--- config.mk ---
export PLATFORM = sky130hd
export DESIGN_NAME = multicycle_controller
export DESIGN_NICKNAME = d
export VERILOG_FILES = /design/src/rtl/multicycle_controller.sv
export SDC_FILE = /design/constraint.sdc
export NUM_CORES = 1
export LEC_CHECK = 0
export ABC_CLOCK_PERIOD_IN_PS = 6500
export CAP_MARGIN = 10
export CORE_MARGIN = 2
export CORE_UTILIZATION = 47
export DETAILED_ROUTE_END_ITERATION = 12
export PLACE_DENSITY = 0.86
export SYNTH_ARGS = -nofsm -noshare
export SYNTH_HDL_FRONTEND = slang
export SYNTH_SLANG_ARGS = --single-unit
--- constraint.sdc ---
create_clock -name clk -period 6.5 [get_ports clk]
set_clock_uncertainty 0.05 [all_clocks]
set_input_delay 1.3 -clock clk [delete_from_list [all_inputs] [get_ports clk]]
set_output_delay 1.3 -clock clk [all_outputs]
set_load 0.01 [all_outputs]
--- src/rtl/multicycle_controller.sv ---
// Multicycle CPU control unit: FETCH/DECODE/EXEC/MEM/WB sequencing with memory-wait timeout,
// sticky error state and a retired-instruction counter.
module multicycle_controller #(
  parameter int unsigned TIMEOUT = 15
) (
  input  logic        clk,
  input  logic        reset_n,
  input  logic [31:0] ir,
  input  logic        zero,
  input  logic        mem_ready,
  output logic        mem_req,
  output logic        mem_we,
  output logic        iord,
  output logic        ir_we,
  output logic        pc_we,
  output logic [1:0]  pc_src,
  output logic        reg_we,
  output logic [1:0]  reg_dst,
  output logic [1:0]  wb_src,
  output logic        alu_srcA,
  output logic [1:0]  alu_srcB,
  output logic [2:0]  alu_op,
  output logic [2:0]  state,
  output logic        err,
  output logic [15:0] retired
);

  typedef enum logic [2:0] {
    StFetch  = 3'd0,
    StDecode = 3'd1,
    StExec   = 3'd2,
    StMem    = 3'd3,
    StWb     = 3'd4,
    StErr    = 3'd5
  } state_e;

  localparam logic [3:0] TimeoutCnt = 4'(TIMEOUT);

  state_e      state_q, state_d;
  logic [3:0]  wait_q, wait_d;
  logic        err_q, err_d;
  logic [15:0] retired_q, retired_d;

  logic [5:0] opcode, funct;
  logic is_add, is_sub, is_slt, is_jr, is_lw, is_sw, is_addi, is_xori, is_bne, is_j, is_jal;
  logic is_rtype, is_alu_r, waiting;

  assign opcode   = ir[31:26];
  assign funct    = ir[5:0];
  assign is_rtype = (opcode == 6'h00);
  assign is_add   = is_rtype && (funct == 6'h20);
  assign is_sub   = is_rtype && (funct == 6'h22);
  assign is_slt   = is_rtype && (funct == 6'h2A);
  assign is_jr    = is_rtype && (funct == 6'h08);
  assign is_alu_r = is_add || is_sub || is_slt;
  assign is_lw    = (opcode == 6'h23);
  assign is_sw    = (opcode == 6'h2B);
  assign is_addi  = (opcode == 6'h08);
  assign is_xori  = (opcode == 6'h0E);
  assign is_bne   = (opcode == 6'h05);
  assign is_j     = (opcode == 6'h02);
  assign is_jal   = (opcode == 6'h03);

  assign waiting = ((state_q == StFetch) || (state_q == StMem)) && !mem_ready;

  always_comb begin
    state_d  = state_q;
    mem_req  = 1'b0;
    mem_we   = 1'b0;
    iord     = 1'b0;
    ir_we    = 1'b0;
    pc_we    = 1'b0;
    pc_src   = 2'd0;
    reg_we   = 1'b0;
    reg_dst  = 2'd0;
    wb_src   = 2'd0;
    alu_srcA = 1'b0;
    alu_srcB = 2'd0;
    alu_op   = 3'd0;

    case (state_q)
      StFetch: begin
        mem_req = 1'b1;
        if (mem_ready) begin
          ir_we   = 1'b1;
          pc_we   = 1'b1;
          state_d = StDecode;
        end
      end
      StDecode: begin
        if (is_alu_r || is_lw || is_sw || is_addi || is_xori || is_bne) begin
          state_d = StExec;
        end else if (is_jr) begin
          pc_we   = 1'b1;
          pc_src  = 2'd3;
          state_d = StFetch;
        end else if (is_j) begin
          pc_we   = 1'b1;
          pc_src  = 2'd2;
          state_d = StFetch;
        end else if (is_jal) begin
          pc_we   = 1'b1;
          pc_src  = 2'd2;
          reg_we  = 1'b1;
          reg_dst = 2'd2;
          wb_src  = 2'd2;
          state_d = StFetch;
        end else begin
          state_d = StErr;
        end
      end
      StExec: begin
        if (is_alu_r) begin
          alu_srcA = 1'b1;
          alu_op   = is_sub ? 3'd1 : (is_slt ? 3'd3 : 3'd0);
          state_d  = StWb;
        end else if (is_addi) begin
          alu_srcA = 1'b1;
          alu_srcB = 2'd2;
          state_d  = StWb;
        end else if (is_xori) begin
          alu_srcA = 1'b1;
          alu_srcB = 2'd3;
          alu_op   = 3'd2;
          state_d  = StWb;
        end else if (is_lw || is_sw) begin
          alu_srcA = 1'b1;
          alu_srcB = 2'd2;
          state_d  = StMem;
        end else if (is_bne) begin
          alu_srcA = 1'b1;
          alu_op   = 3'd1;
          pc_src   = 2'd1;
          pc_we    = ~zero;
          state_d  = StFetch;
        end else begin
          // IR changed under us mid-instruction; nothing sensible to execute.
          state_d = StErr;
        end
      end
      StMem: begin
        mem_req = 1'b1;
        iord    = 1'b1;
        mem_we  = is_sw;
        if (mem_ready) begin
          if (is_sw)      state_d = StFetch;
          else if (is_lw) state_d = StWb;
          else            state_d = StErr;
        end
      end
      StWb: begin
        if (is_alu_r) begin
          reg_we  = 1'b1;
          reg_dst = 2'd1;
          state_d = StFetch;
        end else if (is_addi || is_xori) begin
          reg_we  = 1'b1;
          state_d = StFetch;
        end else if (is_lw) begin
          reg_we  = 1'b1;
          wb_src  = 2'd1;
          state_d = StFetch;
        end else begin
          state_d = StErr;
        end
      end
      StErr: state_d = StErr;
      default: state_d = StErr;
    endcase

    // Completion beats timeout: only an unanswered request can expire.
    if (waiting && (wait_q == TimeoutCnt)) state_d = StErr;
  end

  always_comb begin
    if (state_d != state_q) wait_d = 4'd0;
    else if (waiting)       wait_d = wait_q + 4'd1;
    else                    wait_d = wait_q;

    err_d = err_q || (state_d == StErr);

    retired_d = retired_q;
    if ((state_q inside {StDecode, StExec, StMem, StWb}) && (state_d == StFetch)) begin
      retired_d = retired_q + 16'd1;
    end
  end

  always_ff @(posedge clk or negedge reset_n) begin
    if (!reset_n) begin
      state_q   <= StFetch;
      wait_q    <= 4'd0;
      err_q     <= 1'b0;
      retired_q <= 16'd0;
    end else begin
      state_q   <= state_d;
      wait_q    <= wait_d;
      err_q     <= err_d;
      retired_q <= retired_d;
    end
  end

  assign state   = state_q;
  assign err     = err_q;
  assign retired = retired_q;

endmodule

### Word level (Yosys, flattened, before mapping)

Cells that the tools add are included.

| operators by class | value |
|---|---|
| $add $sub $neg | 2 |
| multipliers | 0 |
| div/mod/pow operators | 0 |
| magnitude comparators | 0 |
| equal/unequal tests | 18 |
| shift operators | 0 |
| multiplexer cells | 80 |
| bitwise logic cells | 1 |
| reductions and logical operators | 25 |

Operators with widths:

| kind | count |
|---|---|
| 3-bit 2-to-1 mux | 16 |
| 1-bit 2-to-1 mux | 38 |
| 2-bit 2-to-1 mux | 18 |
| 6-bit == test (second input constant) | 5 |
| 6-bit by 4-bit == test with 1-bit output (second input constant) | 3 |
| 16-bit by 1-bit adder with 16-bit output (second input constant) | 1 |
| 3-bit one-hot mux with 5 select lines | 1 |
| 6-bit by 2-bit == test with 1-bit output (second input constant) | 2 |
| 2-bit one-hot mux with 2 select lines | 3 |
| 1-bit logical OR | 11 |
| 4-bit 2-to-1 mux | 2 |
| 1-bit logical AND | 7 |
| 3-bit by 2-bit == test with 1-bit output (second input constant) | 2 |
| 3-bit == test (second input constant) | 2 |
| 6-bit by 3-bit == test with 1-bit output (second input constant) | 1 |
| 3-bit logical NOT | 2 |
| 6-bit logical NOT | 1 |
| 4-bit by 1-bit adder with 4-bit output (second input constant) | 1 |
| 4-bit == test (second input constant) | 1 |
| 4-bit nonzero test | 1 |
| 3-bit by 1-bit == test with 1-bit output (second input constant) | 1 |
| 3-bit != test | 1 |
| 1-bit one-hot mux with 3 select lines | 1 |
| 1-bit one-hot mux with 2 select lines | 1 |
| other kinds (4) | 4 |

| storage, ports and cells | value |
|---|---|
| register bits after elaboration | 24 |
| latch bits | 0 |
| bits in writable memories | 0 |
| ROM bits | 0 |
| word-level logic and storage cells | 130 |
| memories kept | 0 |

### Depth between registers and ports, before layout

| depth | value |
|---|---|
| depth after elaboration | 14 |
| mapped depth | 9 |
| depth with buffers taken out | 7 |

### Least setup slack after synthesis

OpenSTA, ideal clock, no wires.

| timing | value |
|---|---|
| path kind | input to output |
| start | in ir[28] |
| end | out alu_srcA |
| data arrival time | 2293 ps |
| slack | 2857 ps |
| stages on the path | 5 |
| buffers on the path | 1 |
| cells stage by stage | buf_6 nor4b_4 nand4_2 nand4_1 nor2b_1 |

| on the way | value |
|---|---|
| longest elaborated chain between the ends | 7 |
| elaborated cells on any way between the ends | 18 |
| those cells by class | eq/ne: 5; mux: 6; reduce/logical: 7 |

Ends and longest elaborated chain:

| item | line | source |
|---|---|---|
| start: declaration | 8 | `input logic [31:0] ir,` |
| 6-bit by 3-bit == test with 1-bit output, or another cell as far along | 60 | `assign is_bne = (opcode == 6'h05);` |
| 1-bit 2-to-1 mux or 1-bit logical OR (tied branches) | 130, 126 |  |
| 1-bit 2-to-1 mux | 126 | `end else if (is_lw \|\| is_sw) begin` |
| 1-bit 2-to-1 mux | 121 | `end else if (is_xori) begin` |
| 1-bit 2-to-1 mux | 117 | `end else if (is_addi) begin` |
| 1-bit 2-to-1 mux * | 113 | `if (is_alu_r) begin` |
| 1-bit 2-to-1 mux * | 81 | `case (state_q)` |
| end: declaration | 20 | `output logic alu_srcA,` |

Every way passes the cells marked *; elsewhere a longest branch is shown, timed or not.

### Worst setup path after layout

Same ends and word-level chain as after synthesis.

==> metrics.md <==
| Metric | Value |
|---|---|
| Relative slew slack | `between 30 and 40%` |
| Die area | `0.00440 sq mm` |
| Routed via count | `between 1500 and 2000` |
| Commonest cells in the netlist | `24 x dfrtp_1, 18 x xor2_1, 12 x nand3_1, 11 x nand4_1, 10 x nor2_1` |
| Worst r2r dst | `retired[1]` |
| PD cells | `114 mW/mm^2` |
| Post-CTS Setup Bufs | `0` |
| HP Start | `retired[15]` |
| Clk slew on worst S/H paths | `roughly 0.08 ns` |
| CTS sink count | `24` |
| CP peak stage delay | `0.69 ns` |
| RSZ-0062 raised after global routing | `false` |
| Critical Path RT | `about 5 ns` |
| Cell accounting for the most synthesized area | `dfrtp_1` |
| Worst Hold Depth | `1` |
| Setup ws final | `1.69 ns` |
| Antenna violations before repair | `0` |
| Slew Viols, Final | `0` |
| GRT overflow | `0` |
| Initial DRC count | `60` |
| Average routed wire per standard cell | `about 15 microns` |
| ANT cells | `0` |
| Internal power | `0.214 mW` |
| Worst Setup Slack post-DPL | `between 1.5 and 2 ns` |
| Crit path top cell by count | `clkdlybuf4s50_1` |
| Post-synthesis sequential area ratio | `32.9%` |
| Switching share of power | `between 20% and 30%` |
| Reg2reg setup slack | `3.61 ns` |
| IO Count | `74` |
| Dpl hpwl | `3020 microns` |
| Cell count after synthesis | `188` |
| Root Buffer | `clkbuf_8` |
| Max_cap viols | `0` |
| Placeable Area | `0.00369 sq mm` |
| Worst min path class | `register to register` |
| Seq cells post-synth | `24` |
| Layout overhead on the synthesized area | `30.0%` |
| Slew @ Worst Pin | `1.04 ns` |
| Die extent in x | `between 60 and 70 microns` |
| Count leader, synth | `dfrtp_1` |
| Top cell type's share of synthesized area | `32.9%` |
| CP top delay family | `buffers and inverters` |
| Static leakage | `0.979 nW` |
| Final GP Congestion | `0.836` |
| First-pass GRT wire length | `6670 microns` |
| Combinational share of power | `8.2%` |
| DRC | `0` |
| Post-synth EDFFs | `0` |
| Met2 Use GR | `34.1%` |
| Depth of the CTS H-tree | `1` |
| Busiest grt layer | `met2` |
| Setup tns final | `0 ns` |
| CP Capture Type | `output pin` |
| Status | `complete, no violations` |
| Final hold violations | `0` |
| TritonCTS Buffers | `3` |
| Power share of the clock group | `36.6%` |
| CTS tree | `yes` |
| Clk_lat worst skew | `0.26 ns` |
| Slowest CP cell | `clkdlybuf4s50_1` |
| Synth Area per Inst | `9.71 sq um` |
| Critical path type | `input pin to output pin` |
| Remaining antenna violation count | `0` |
| Peak VDD IR | `143 uV` |
| CP Cell Sequence | `clkdlybuf4s50_1 > xnor2_1 > nand4b_1 > nand4_1 > nor2b_1 > clkdlybuf4s50_1` |
| Largest net degree at the start of global routing | `25` |
| Crit Path Max Fanout | `10` |
| Post-cts resize count | `0` |
| Ranking of synthesized cells by area | `dfrtp_1 33%, xor2_1 8.6%, nor4_2 6.2%, nand4_1 3.8%, nand3_1 3.3%` |
| Syn nets | `226` |
| Hold Path Sink | `retired[15]` |
| Layout cell share with drive strength beyond 1 | `12.1%` |
| Reg2reg path depth | `6` |
| Reg power frac | `55.2%` |
| PortBufs | `52` |
| # hold bufs at CTS | `0` |
| GRT Total Usage | `a little under a fifth` |
| Row count | `22` |
| Crit path DAT | `approximately 3.5 ns` |
| Finish-stage setup viols | `0` |
| Vias per cell | `5.92` |
| Yosys warning total | `0` |
| Crit path time final | `between 4 and 5 ns` |
| Clk buf depth | `2` |
| DRT Wirelength | `4080 microns` |
| Final #Nets | `271` |
| Fmax | `208 MHz` |
| Initial core utilization | `49.5%` |
| Synth cell types | `between 50 and 60` |
| Period utilisation layout | `73.9%` |
| Most used DFF post-synth | `dfrtp_1` |
| Psw | `0.0563 mW` |
| Met3 usage | `1.87%` |
| Synth Cell Area | `between 0.0015 and 0.002 sq mm` |
| GRT met1 Usage | `24.2%` |
| Die Height | `66.3 microns` |
| Post-synth ARST share | `100%` |
| FF-to-FF Start | `state[2]` |
| DR pass1 iterations | `4` |
| CP bufs+invs | `2` |
| Element type at the critical path start | `input pin` |
| Vias in the first global route | `approximately 1500` |
## layout by cell type (no fill, tap or decap), drive strengths merged, types with 2 or more instances in the layout
cell type      synthesis  routed
a211oi                 4       4
a21o                   2       2
a21oi                  3       3
a41oi                  2       2
and2                   3       3
and3                   6       6
clkbuf                 3       4
clkdlybuf4s50          0      52
dfrtp                 24      24
ha                     2       2
inv                    4       4
nand2                  8       8
nand2b                 2       2
nand3                 12      12
nand4                 12      12
nand4b                 2       2
nor2                  10      10
nor2b                  2       2
nor3                   8       8
nor3b                  2       2
nor4                  14      14
nor4b                  2       2
o21a                   2       2
o21ai                  3       3
or2                    4       4
or3                    5       5
xnor2                  3       3
xor2                  18      18
## worst max-delay path by stage
| stage | from | to | cells past startpoint | slack [ns] |
|---|---|---|---|---|
| detailed placement | ir[28] | alu_srcA | 6 | 1.69 |
| floorplan | ir[28] | alu_srcA | 5 | 2.86 |
| global placement | ir[28] | alu_srcA | 6 | 1.71 |
| CTS | ir[28] | alu_srcA | 6 | 1.68 |
| global route | ir[28] | alu_srcA | 6 | 1.49 |
| finish | ir[28] | alu_srcA | 6 | 1.69 |
## per-stage QoR
stage / total power, mW / util (%) / hold slack (ns) / instance area (sq um) / std cells
after floorplan: 0.161 / - / 0.443 / 1830 / 188
after global routing: 0.281 / 64.3 / 0.443 / 2370 / 280
final: 0.270 / 64.3 / 0.419 / 2370 / 280
after detailed placement: 0.174 / 62.8 / 0.413 / 2320 / 276
after global placement: 0.174 / 62.8 / 0.399 / 2320 / 276
after CTS: 0.274 / 64.3 / 0.430 / 2370 / 280
## power by group through the flow
stage	Clock (mW)	Sequential (mW)	Combinational, mW
6_report	0.0991	0.149	0.0222
5_1_grt	0.107	0.149	0.0244
4_1_cts	0.102	0.149	0.0224
3_5_place_dp	0	0.152	0.0223
3_3_place_gp	0	0.152	0.0220
2_1_floorplan	0	0.152	0.00865
## per-layer routing
metal | vias up | wire (microns)
met5 | - | 0
met4 | 0 | 25
met3 | 4 | 283
met2 | 60 | 2030
met1 | 806 | 1740
li1 | 787 | -
## worst register-to-register path, delay by kind of cell (launching register included)
family | cells | cell delay, ns
AND/OR/NAND/NOR | 4 | 1.63
multiplexers | 1 | 0.37
buffers and inverters | 1 | 0.18
flip-flops | 1 | 0.56
## sequential cells by signal, indices dropped and copies added (netlist names)
name and flops:
state 3, wait_q 4, err 1, retired 16
## cells by family (layout without fill, tap and decap cells)
logic type / Yosys count / after routing / synth area share [%]
compound gates: 25 / 25 / 10.8
xor+xnor: 21 / 21 / 10.1
fa+ha+maj: 2 / 2 / 1.37
buf+inv: 17 / 61 / 6.10
flops: 24 / 24 / 32.9
mux: 2 / 2 / 1.17
other cells: 1 / 1 / 0.205
simple gates: 96 / 96 / 37.4
## area by class of cell
class | count | area [sq um]
clock buffer | 4 | 55.1
fill | 310 | 1320
inverter | 4 | 15.0
multi-input combinational | 147 | 1110
sequential | 24 | 601
tap | 48 | 60.1
timing repair buffer | 53 | 528
Power figures use the tool's default switching activity.
